`config.mk`:
```
export PLATFORM = sky130hd
export DESIGN_NAME = mem_bank_ctrl
export DESIGN_NICKNAME = d
export VERILOG_FILES = /design/src/rtl/mem_bank_ctrl.sv
export SDC_FILE = /design/constraint.sdc
export NUM_CORES = 1
export LEC_CHECK = 0
export ABC_CLOCK_PERIOD_IN_PS = 1600
export BUFFER_PORTS_ARGS = -buffer_cell sky130_fd_sc_hd__buf_2
export CORE_AREA = 10 10 136 138
export DETAILED_ROUTE_END_ITERATION = 10
export DIE_AREA = 0 0 146 148
export MAX_ROUTING_LAYER = met4
export SLEW_MARGIN = 20
export SYNTH_ARGS = -nofsm -noshare
export SYNTH_HDL_FRONTEND = slang
export SYNTH_SLANG_ARGS = --single-unit
export TNS_END_PERCENT = 30
```
`constraint.sdc`:
```
create_clock -name clk -period 1.6 [get_ports clk]
set_input_delay 0.08 -clock clk [delete_from_list [all_inputs] [get_ports clk]]
set_output_delay 0.08 -clock clk [all_outputs]
set_load 0.02 [all_outputs]
```
`src/rtl/mem_bank_ctrl.sv`:
```
// mem_bank_ctrl: WIDTH x DEPTH register bank behind a select/ack controller.
// One outstanding access at a time; reads/writes complete in a RESP state.
//
// Ports:
//   clk, reset (async, active-low)
//   select/op/addr/din : request (sampled only while ready=1)
//   ack                : response accept (sampled only while valid=1)
//   ready/valid        : controller idle / response available
//   rw/err/dout        : captured op, out-of-range flag, read data
module mem_bank_ctrl #(
  parameter  int WIDTH = 8,
  parameter  int DEPTH = 16,
  localparam int AW    = $clog2(DEPTH)
) (
  input  logic             clk,
  input  logic             reset,
  input  logic             select,
  input  logic             op,
  input  logic [AW-1:0]    addr,
  input  logic [WIDTH-1:0] din,
  input  logic             ack,
  output logic             ready,
  output logic             valid,
  output logic             rw,
  output logic             err,
  output logic [WIDTH-1:0] dout
);

  typedef enum logic [1:0] {
    IDLE  = 2'b00,
    WRITE = 2'b01,
    READ  = 2'b10,
    RESP  = 2'b11
  } state_t;

  localparam logic [AW:0] DEPTH_C = (AW+1)'(DEPTH);

  state_t state;
  state_t state_next;

  logic             req_op;
  logic [AW-1:0]    req_addr;
  logic [WIDTH-1:0] req_din;
  logic             err_q;
  logic [WIDTH-1:0] dout_q;
  logic [WIDTH-1:0] mem [DEPTH];

  logic             in_range;
  logic [WIDTH-1:0] rd_data;

  // Non-power-of-two depths leave addressable holes above DEPTH-1.
  assign in_range = ({1'b0, req_addr} < DEPTH_C);

  always_comb begin
    rd_data = '0;
    for (int i = 0; i < DEPTH; i++) begin
      if (req_addr == AW'(i)) rd_data = mem[i];
    end
  end

  always_ff @(posedge clk or negedge reset) begin
    if (!reset) state <= IDLE;
    else        state <= state_next;
  end

  always_comb begin
    state_next = state;
    ready      = 1'b0;
    valid      = 1'b0;
    unique case (state)
      IDLE: begin
        ready = 1'b1;
        if (select) state_next = op ? WRITE : READ;
      end
      WRITE: state_next = RESP;
      READ:  state_next = RESP;
      RESP: begin
        valid = 1'b1;
        if (ack) state_next = IDLE;
      end
      default: state_next = IDLE;
    endcase
  end

  always_ff @(posedge clk or negedge reset) begin
    if (!reset) begin
      req_op   <= 1'b0;
      req_addr <= '0;
      req_din  <= '0;
      err_q    <= 1'b0;
      dout_q   <= '0;
      for (int i = 0; i < DEPTH; i++) mem[i] <= '0;
    end else begin
      if (state == IDLE && select) begin
        req_op   <= op;
        req_addr <= addr;
        req_din  <= din;
      end
      if (state == WRITE || state == READ) err_q <= ~in_range;
      if (state == READ) dout_q <= in_range ? rd_data : '0;
      if (state == WRITE && in_range) begin
        for (int i = 0; i < DEPTH; i++) begin
          if (req_addr == AW'(i)) mem[i] <= req_din;
        end
      end
    end
  end

  assign rw   = req_op;
  assign err  = err_q;
  assign dout = dout_q;

endmodule

```
# After elaboration in Yosys (flattened, before gate mapping)
# Cells that the tools add are included.
# word_totals
reg_bits	151
in_bits	17
output_inout_bits	12
# op_classes
eq_ne	20
muxes	22
reduce_logical	21
# op_table
op	n
two-way mux 8 bit	16
AND reduction 2 bit	17
equality test 4 bit, second input constant	8
equality test 4 x 3 -> 1 bit, second input constant	4
equality test 4 x 2 -> 1 bit, second input constant	2
two-way mux 2 bit	3
case mux 2 bit (3 select lines)	1
equality test 2 bit, second input constant	2
equality test 4 x 1 -> 1 bit, second input constant	1
zero test 4 bit	1
inequality test 2 bit, second input constant	2
equality test 2 x 1 -> 1 bit, second input constant	1
zero test 2 bit	1
two-way mux 1 bit	2
OR reduction 2 bit	1
logical AND 1 bit	1

# Logic depth before layout (Yosys ltp)
# Gate-level depths: netlist of the first run.
# logic_depth
word_depth	17
ltp_mapped	8
ltp_nobuf	7

# Worst setup path before layout of the first run
# Ideal clock, no wire load.
# synth_path
path_type	reg2reg
start	reg state[1]
end	reg mem[112] (netlist name)
t_arrival_ns	1.605
setup_slack_ns	-0.130
path_stages_with_launch	7
n_path_buf	1
path_cell_list	dfrtp_1 > inv_1 > ha_1 > buf_2 > nand2_1 > nor2_2 > mux2_2
# synth_between
elab_chain_len	2
# synth_rtl
element	line	rtl
from (decl)	38	state_t state;
from (signal assigned)	63	else state <= state_next;
equality test 2 x 1 -> 1 bit	101	if (state == WRITE && in_range) begin
AND reduction 2 bit (no line)	-	
to (signal, indexed assignment)	103	if (req_addr == AW'(i)) mem[i] <= req_din;
to (decl)	46	logic [WIDTH-1:0] mem [DEPTH];
# Every way passes these cells.
# A chain may end at the register's enable or synchronous reset.

# Worst setup path in the final report of the first run
# layout_path
start	reg req_addr[2]
end	reg dout_q[7] (netlist: dout[7])
# layout_between
elab_chain_len	17
# layout_rtl
element	line	rtl
from (decl)	42	logic [AW-1:0] req_addr;
from (signal assigned)	96	req_addr <= addr;
zero test 4 bit	57	if (req_addr == AW'(i)) rd_data = mem[i];
two-way mux 8 bit (15 in series)	57	
two-way mux 8 bit (*)	57	
to (signal assigned)	100	if (state == READ) dout_q <= in_range ? rd_data : '0;
to (decl)	45	logic [WIDTH-1:0] dout_q;
# Every way passes the cells marked *; elsewhere a longest branch is shown, timed or not.

==> summary.md, run 1 <==
| Metric | Value |
|---|---|
| Worst skew pair latency | 430 ps |
| Die Span Y | 148 um |
| Crit path time final | 2110 ps |
| FF-to-FF Start | req_addr[2] |
| R2R depth | 6 |
| Startpoint Class | register |
| HP Class | input pin to register |
| Headroom to the max-slew limit | 0.324 |
| Max stage delay on crit path | 520 ps |
| DR vias | 5,252 |
| #FFs+latches synth | 151 |
| Vias per cell | 5.59 |
| Max-slew violation count | 0 |
| Area share of the largest cell type after synthesis | 0.521 |
| CP Buf/Inv Count | 1 |
| Largest cells by area after synthesis | dfrtp_1 (52%), mux2_2 (22%), o21ai_0 (2.1%), mux2i_1 (1.5%), nand2_1 (1.3%) |
| Core ar. | 15,700 um2 |
| Critical Path RT | 1870 ps |
| CTS tree | built |
| Hold Fails Final Rpt | 0 |
| P&R area growth vs syn | 39.4% |
| I/O Buffers | 27 |
| Site Rows | 46 |
| Vias in the first global route | 5,709 |
| Final antenna-violating net count | 0 |
| Critical path origin | req_addr[2] |
| Status | complete, but fails checks |
| Worst hold margin | 13.3 ps |
| Setup Skew | 10.3 ps |
| First-pass GRT wire length | 32.3 mm |
| Post-Layout Inst Area | 10,100 um2 |
| Crit-path max FO | 7 |
| Gpl congestion | 0.869 |
| Hold path start | ack |
| Inserted Diodes | 0 |
| GRT Total Usage | 0.198 |
| Final WL | 21.1 mm |
| Crit path capture type | register |
| Chain of cells forming the critical path | buf_4 > o21bai_1 > a21oi_1 > a221o_1 > a222oi_1 > o221ai_1 |
| FMAX | 474 MHz |
| Number of H-tree levels | 4 |
| Worst path depth | 6 |
| VDD IR-drop max | 1.24 mV |
| Initial antenna violation count | 0 |
| Period Utilization, post-route | 1.32 |
| Share of cells above drive strength 1 | 0.548 |
| Bufs on Longest Clock Path | 2 |
| TritonCTS Buffers | 17 |
| Initial core utilization | 0.462 |
| Distinct cells, synth | 60 |
| Non-Filler Instances | 940 |
| Syn avg cell area | 12.5 um2 |
| Num ports | 29 |
| Final nets | 734 |
| Pwr/cell area | 2130 nW/um2 |
| Leakage power | 4.55 nW |
| Mapped Area | 7250 um2 |
| Post-DP Area | 8250 um2 |
| Syn nets | 601 |
| Placed insts | 869 |
| Pre-antenna DRT Iters | 4 |
| Slew at the pin closest to its max-slew limit | 1010 ps |
| Worst setup path class | register to register |
| Sequential element share of the synthesized area | 0.521 |
| Final setup viols | 114 |
| Post-synth top area cell | dfrtp_1 |
| RSZ-0062 raised after global routing | yes |
| Die Area | 21,600 um2 |
| Clk slew on worst S/H paths | 60 ps |
| Die width | 146 um |
| Wirelength per Cell | 22.5 um |
| Largest net degree at the start of global routing | 46 |
| Max cap viols | 0 |
| CP max stage cell | a222oi_1 |
| Post-synth EDFFs | 0 |
| Yosys warnings | 0 |
| Mapped Cells | 580 |
| CTS Sinks | 151 |
| Most used flip-flop cell after synthesis | dfrtp_1 |
| Hold path depth | 4 |
| # DRC | 0 |
| Ys async rst share | 1.00 |
| Crit path DAT | 2380 ps |
| Post-route worst setup slack | -511 ps |
| Hpwl dp | 13.6 mm |
| Critical path's top delay family | compound AO/OA/AOI/OAI gates |
| Grt ovf | 0 |
| Initial drt markers | 422 |
| Clock root cell | clkbuf_16 |
| Failing checks | negative setup slack |
worst min-delay path, stage by stage:
cell	delay, ps
buf_2	80
o22ai_2	100
nand2_1	70
o21ai_0	70
cells in the final DEF, fill, tap and decap left out, drive strengths merged, types with 5 or more instances in the layout:
cell / count
a21oi: 11
buf: 140
clkbuf: 22
dfrtp: 151
dlygate4sd3: 14
inv: 13
mux2: 146
mux2i: 11
nand2: 26
nand2b: 6
nand3: 14
nor2: 34
nor2b: 5
o211ai: 9
o21ai: 32
o221ai: 8
synthesized netlist by cell type (all sizes together) (4+ instances only):
library cell	instances
a211oi	4
a21oi	11
a31oi	4
buf	25
clkbuf	15
dfrtp	151
ha	4
inv	13
mux2	146
mux2i	11
mux4	4
nand2	26
nand2b	6
nand3	14
nand3b	4
nor2	34
nor2b	5
o2111ai	4
o211ai	9
o21ai	32
o21bai	4
o221ai	8
or2	4
sequential cells by signal, summed over array words and instances, names as in the netlist:
name	cells
rw	1
mem	128
req_din	8
req_addr	4
state	2
dout	8
report_power, final:
| part | switching [mW] | leakage (nW) | internal [mW] |
|---|---|---|---|
| registers | 1.81 | 1.95 | 5.40 |
| clock network | 1.53 | 0.292 | 2.67 |
| logic | 4.58 | 2.31 | 5.57 |
stage by stage:
step	utilization	setup WS, ps	TNS (ps)	total power, mW
after global routing	0.643	-584	-17760	22.7
after CTS	0.614	-405	-17510	20.5
after floorplan	-	-120	-5400	11.4
final	0.643	-511	-12860	21.6
after detailed placement	0.525	-514	-25490	14.8
after global placement	0.525	-504	-24780	14.5
path summary, 6_finish.rpt:
path / to / slack, ps
min: state[1] / 10
min reg2reg: rw / 500
max: dout[7] / -510
min in group asynchronous: mem[18] / 170
max reg2reg: dout[7] / -510
max in group asynchronous: req_addr[3] / 790
timing repair:
| item | in CTS | in global routing |
|---|---|---|
| endpoints found under the setup margin | 137 | 136 |
| resized for setup | 118 | 101 |
| hold buffers | 14 | 0 |
| endpoints found under the hold margin | 129 | 0 |
| pin swaps | 23 | 21 |
| buffers inserted | 20 | 13 |
cell type report:
cell class              instances  area, um2
well taps                     216        270
multi-input cells             376       3940
clock buffers                  22        464
inverters                      13       48.8
repair buffers                154       1460
flip-flops and latches        151       3780
clock inverters                 8        149
fillers                      1184       5600
cell families after synthesis:
kind of cell | after synthesis | synth area share
buffers and inverters | 53 | 0.0368
AND/OR/NAND/NOR | 102 | 0.0757
adder cells (fa/ha/maj) | 4 | 0.00690
flip-flops | 151 | 0.521
multiplexers | 161 | 0.256
other | 1 | 0.000517
AO/OA/AOI/OAI | 108 | 0.103
layer usage:
| layer | share of wire | global-route usage | vias to the layer above |
|---|---|---|---|
| met3 | 0.041 | 0.0473 | 32 |
| met1 | 0.43 | 0.225 | 2735 |
| met4 | 0.021 | 0.0806 | 0 |
| li1 | - | - | 2381 |
| met5 | 0 | - | - |
| met2 | 0.51 | 0.332 | 104 |
(Power assumes the default switching activity.)
==> inputs of run 2 (changes only) <==
--- a/config.mk
+++ b/config.mk
@@ -8,9 +8,11 @@
 export ABC_CLOCK_PERIOD_IN_PS = 1600
 export BUFFER_PORTS_ARGS = -buffer_cell sky130_fd_sc_hd__buf_2
 export CORE_AREA = 10 10 136 138
+export CTS_CLUSTER_SIZE = 20
 export DETAILED_ROUTE_END_ITERATION = 10
 export DIE_AREA = 0 0 146 148
 export MAX_ROUTING_LAYER = met4
+export PLACE_DENSITY_LB_ADDON = 0.15
 export SLEW_MARGIN = 20
 export SYNTH_ARGS = -nofsm -noshare
 export SYNTH_HDL_FRONTEND = slang
==> run 2 against run 1 <==
Net effect:
- the flow still finishes with violations (negative setup slack)
- sequential share of layout area increased by 2.5 points
- total power down 5.1%
- critical path depth shrank 1
- via count shrank 2.2%
- first-iteration DRC count is 5.9% lower
- die area unchanged
- count of clock-buffer cells in the layout shrank 4
- cell area decreased by 6.3%
- clock power rose by 5.2%
==> summary.md, run 2 (synthesis results as in run 1) <==
| Metric | Value |
|---|---|
| Commonest non-fill, non-tap cell in the layout | dfrtp_1 |
| Die width | 146 um |
| Number of H-tree levels | 4 |
| Status | complete, but fails checks |
| Final nets | 711 |
| Vias per cell | 5.62 |
| Bufs on Longest Clock Path | 2 |
| Overall Power | 20.5 mW |
| First-pass GRT wire length | 31.9 mm |
| Initial antenna violation count | 0 |
| Hpwl dp | 13.6 mm |
| Area of the multi-input gates | 3530 um2 |
| Final antenna-violating net count | 0 |
| Die Area | 21,600 um2 |
| Leakage power | 4.28 nW |
| CTS tree | built |
| I/O Buffers | 27 |
| Max-slew violation count | 0 |
| Commonest cells after routing, fill and taps aside | dfrtp_1 (147), mux2_2 (116), buf_4 (60), mux2_4 (28), buf_2 (25) |
| TritonCTS Buffers | 17 |
| Storage element area | 3790 um2 |
| Wirelength per Cell | 22.2 um |
| Initial drt markers | 397 |
| Worst skew pair latency | 430 ps |
| Crit path time final | 2060 ps |
| FMAX | 485 MHz |
| Grt ovf | 0 |
| Largest net degree at the start of global routing | 44 |
| Pre-antenna DRT Iters | 4 |
| Hold Fails Final Rpt | 0 |
| Site Rows | 46 |
| DR vias | 5,139 |
| Setup Skew | 8.25 ps |
| Critical Path RT | 1880 ps |
| Crit path capture type | register |
| Share of cells above drive strength 1 | 0.504 |
| Startpoint Class | register |
| Final WL | 20.3 mm |
| Period Utilization, post-route | 1.29 |
| Setup slack at placement | -558 ps |
| Worst setup path class | register to register |
| Clock root cell | clkbuf_16 |
| Inserted Diodes | 0 |
| Pwr/cell area | 2160 nW/um2 |
| Worst hold margin | 21.8 ps |
| HP Class | input pin to register |
| Max cap viols | 0 |
| Die Span Y | 148 um |
| Top reg by flops | mem |
| # DRC | 0 |
| Num ports | 29 |
| VDD IR-drop max | 1.16 mV |
| Clk slew on worst S/H paths | 60 ps |
| P&R area growth vs syn | 30.6% |
| Failing checks | negative setup slack |
| Final setup viols | 129 |
| Crit-path max FO | 4 |
| Crit path DAT | 2340 ps |
| Post-route worst setup slack | -462 ps |
| Headroom to the max-slew limit | 0.372 |
| Core ar. | 15,700 um2 |
| Slew at the pin closest to its max-slew limit | 943 ps |
| RSZ-0062 raised after global routing | yes |
| Initial core utilization | 0.462 |
| CTS Sinks | 151 |
| Fillers | 1,254 |
| Vias in the first global route | 5,521 |
| Gpl congestion | 0.936 |
| GRT Total Usage | 0.197 |
| Max reg flops | 128 |
==> run 2: cell types whose count changed in the layout (fill, tap and decap cells not counted), sizes merged <==
| cell | delta |
|---|---|
| buf | -23 |
| bufinv | +2 |
| clkbuf | -4 |
| clkinv | +2 |
| clkinvlp | -2 |
==> run 2: worst paths after layout <==
path,startpoint,end,slack [ps],cells after the start
min reg2reg,mem[115],mem[115],500,1
min in group asynchronous,reset,req_din[5],130,2
max reg2reg,req_addr[1],dout[4],-460,5
min,ack,state[1],20,4
max,req_addr[1],dout[4],-460,5
max in group asynchronous,reset,mem[34],840,3
==> run 2: cell type report <==
cell class / instances / area share
clock buffers: 18 / 0.0464
clock inverters: 10 / 0.0215
inverters: 13 / 0.00541
multi-input cells: 376 / 0.373
flip-flops and latches: 151 / 0.400
well taps: 216 / 0.0285
repair buffers: 131 / 0.125
==> run 2: where the power goes <==
| part | total, mW | leakage, nW | internal (mW) | switching [mW] |
|---|---|---|---|---|
| clock network | 4.43 | 0.317 | 2.92 | 1.51 |
| registers | 7.12 | 1.95 | 5.40 | 1.72 |
| logic | 8.91 | 2.02 | 4.71 | 4.20 |
==> run 2: critical path: stages (launching register included) <==
cell      delay [ps]
dfrtp_4          490
buf_6            150
mux2_4           290
a221o_1          360
a222oi_1         450
o221ai_1         180
==> run 2: through the flow <==
stage / cell area [um2] / utilization / TNS, ps / cells
floorplan: 7280 / - / -5400 / 580
global placement: 8190 / 0.521 / -34180 / 865
detailed placement: 8190 / 0.521 / -35420 / 865
CTS: 9200 / 0.586 / -33110 / 913
global route: 9470 / 0.603 / -22520 / 915
finish: 9470 / 0.603 / -15440 / 915
==> run 2: layer usage <==
metal	vias to the layer above	global-route usage	wire, um
li1	2340	-	-
met1	2671	0.231	8710
met2	97	0.325	10400
met3	31	0.0424	725
met4	0	0.0766	435
met5	-	-	0
==> run 2: repair_timing <==
action	CTS	global route
pin swaps	10	6
setup buffers	6	2
resized for setup	44	70
endpoints found under the setup margin	138	138
hold buffers	14	0
endpoints found under the hold margin	165	0
==> inputs of run 3 (changes only) <==
--- a/config.mk
+++ b/config.mk
@@ -13,6 +13,7 @@
 export DIE_AREA = 0 0 146 148
 export MAX_ROUTING_LAYER = met4
 export PLACE_DENSITY_LB_ADDON = 0.15
+export SETUP_SLACK_MARGIN = 0.3
 export SLEW_MARGIN = 20
 export SYNTH_ARGS = -nofsm -noshare
 export SYNTH_HDL_FRONTEND = slang
==> run 3 against run 2 <==
Net effect:
- the flow still finishes with violations (negative setup slack)
- global-route usage is 0.30 points lower
- setup slack better by 95 ps
- die area unchanged
- largest cell class unchanged
- highest routed layer unchanged
- cell count up 0.98%
- largest power group unchanged
==> summary.md, run 3 (synthesis results as in run 1) <==
| Metric | Value |
|---|---|
| Status | complete, but fails checks |
| Failing checks | negative setup slack |
| TritonCTS Buffers | 17 |
| Hold path depth | 4 |
| Pre-antenna DRT Iters | 5 |
| Post-Layout Inst Area | 9590 um2 |
| Top reg by flops | mem |
| Max cap viols | 0 |
| Critical path's top delay family | compound AO/OA/AOI/OAI gates |
| Die width | 146 um |
| Inserted Diodes | 0 |
| Final setup viols | 131 |
| Final core utilization | 0.610 |
| Non-Filler Instances | 924 |
| # DRC | 0 |
| Crit path capture type | register |
| Max reg flops | 128 |
| Crit-path max FO | 13 |
| RSZ-0062 raised after global routing | yes |
| Clock root cell | clkbuf_16 |
| Clock share of power | 0.195 |
| I/O Buffers | 27 |
| Seq pwr share | 0.353 |
| Final nets | 716 |
| CTS tree | built |
| Setup slack at placement | -589 ps |
| Chain of cells forming the critical path | mux2_4 > a221o_1 > a222oi_1 > o221ai_1 |
| Share of cells above drive strength 1 | 0.514 |
| Overall Power | 20.1 mW |
| Wirelength per Cell | 21.3 um |
| Initial core utilization | 0.462 |
| Commonest cells after routing, fill and taps aside | dfrtp_1 (147), mux2_2 (106), buf_4 (65), mux2_4 (40) |
| Startpoint Class | register |
| Worst hold margin | 19.7 ps |
| Commonest non-fill, non-tap cell in the layout | dfrtp_1 |
| Hold Fails Final Rpt | 0 |
| Site Rows | 46 |
| Hpwl dp | 13.2 mm |
| Crit path DAT | 2250 ps |
| Initial antenna violation count | 0 |
| Placed insts | 865 |
| First-pass GRT wire length | 31.6 mm |
| Max stage delay on crit path | 580 ps |
| Grt ovf | 0 |
| Vias in the first global route | 5,437 |
| Period Utilization, post-route | 1.23 |
| Pwr/cell area | 2090 nW/um2 |
| Num ports | 29 |
| Storage element area | 3790 um2 |
| Core ar. | 15,700 um2 |
| DR vias | 5,205 |
| Area of the multi-input gates | 3630 um2 |
| Bufs on Longest Clock Path | 2 |
| Net Switching | 7.59 mW |
| Final WL | 19.7 mm |
| CP Buf/Inv Count | 0 |
| Headroom to the max-slew limit | 0.404 |
| Vias per cell | 5.63 |
| Largest net degree at the start of global routing | 56 |
| Worst setup path class | register to register |
| Number of H-tree levels | 4 |
| Die Area | 21,600 um2 |
| P&R area growth vs syn | 32.2% |
| Crit path time final | 1970 ps |
| R2R depth | 4 |
| Worst path depth | 4 |
| Fillers | 1,258 |
| Slew at the pin closest to its max-slew limit | 894 ps |
| Gpl congestion | 0.928 |
| GRT Total Usage | 0.194 |
| Critical Path RT | 1880 ps |
| CP max stage cell | dfrtp_4 |
| Worst skew pair latency | 430 ps |
| Initial drt markers | 417 |
| CTS Sinks | 151 |
| Setup Skew | 13.7 ps |
| Leakage power | 4.27 nW |
| VDD IR-drop max | 0.949 mV |
| Post-route worst setup slack | -367 ps |
| Setup TNS | -15,070 ps |
| Max-slew violation count | 0 |
| Clk slew on worst S/H paths | 70 ps |
| Die Span Y | 148 um |
| Switch share | 0.378 |
| Post-DP Area | 8410 um2 |
| Combinational Power Share | 0.451 |
| HP Class | input pin to register |
| FMAX | 508 MHz |
| Final antenna-violating net count | 0 |
| Internal Power | 12.5 mW |
[run 3: changes by cell type in the layout (fill, tap and decap cells not counted), moves of 3 or more]
cell        before  now
bufinv_16        6    1
mux2_2         116  106
inv_6            0    7
clkinvlp_4       0    3
buf_6           18   14
buf_12          12   18
nand3_4          1    4
nor2_4          10   13
mux2_4          28   40
o21ai_0         20   24
nand3_2          5    1
nor2_2           3    0
buf_4           60   65
[run 3: metal layers]
layer,track usage,vias up,part of all wire
met5,-,-,0
met4,0.0616,0,0.018
met3,0.0397,23,0.039
met2,0.316,121,0.50
met1,0.238,2700,0.44
li1,-,2361,-
[run 3: what timing repair did]
item | 4_1_cts | 5_1_grt
setup endpoints to repair | 152 | 153
hold buffers | 14 | 0
buffers inserted | 9 | 4
hold endpoints to repair | 59 | 0
gates resized for setup | 48 | 27
gates cloned | 0 | 0
pin swaps | 7 | 9
[run 3: power by group through the flow]
| stage | Sequential, mW | Clock, mW | Combinational [mW] |
|---|---|---|---|
| 6_report | 7.10 | 3.92 | 9.06 |
| 5_1_grt | 7.29 | 4.18 | 9.72 |
| 4_1_cts | 7.06 | 3.99 | 8.70 |
| 3_5_place_dp | 7.10 | 0 | 7.93 |
| 3_3_place_gp | 7.05 | 0 | 7.80 |
| 2_1_floorplan | 6.24 | 0 | 5.51 |
[run 3: final timing paths]
| check | from | end | slack (ps) |
|---|---|---|---|
| max | req_addr[1] | dout[4] | -370 |
| min | ack | state[1] | 20 |
| max reg2reg | req_addr[1] | dout[4] | -370 |
| min reg2reg | mem[27] | mem[27] | 500 |
| max in group asynchronous | reset | mem[42] | 730 |
| min in group asynchronous | reset | rw | 170 |
[run 3: tightest hold or removal path: stages]
cell and delay, ps:
buf_2 90, o22ai_2 100, nand2_1 70, o21ai_0 70
[run 3: cell type report]
class / instances / share of cell area
Clock buffer: 18 / 0.0458
Inverter: 13 / 0.00509
Timing Repair Buffer: 136 / 0.134
Multi-Input combinational cell: 376 / 0.378
Sequential cell: 151 / 0.395
Tap cell: 216 / 0.0282
Clock inverter: 14 / 0.0142
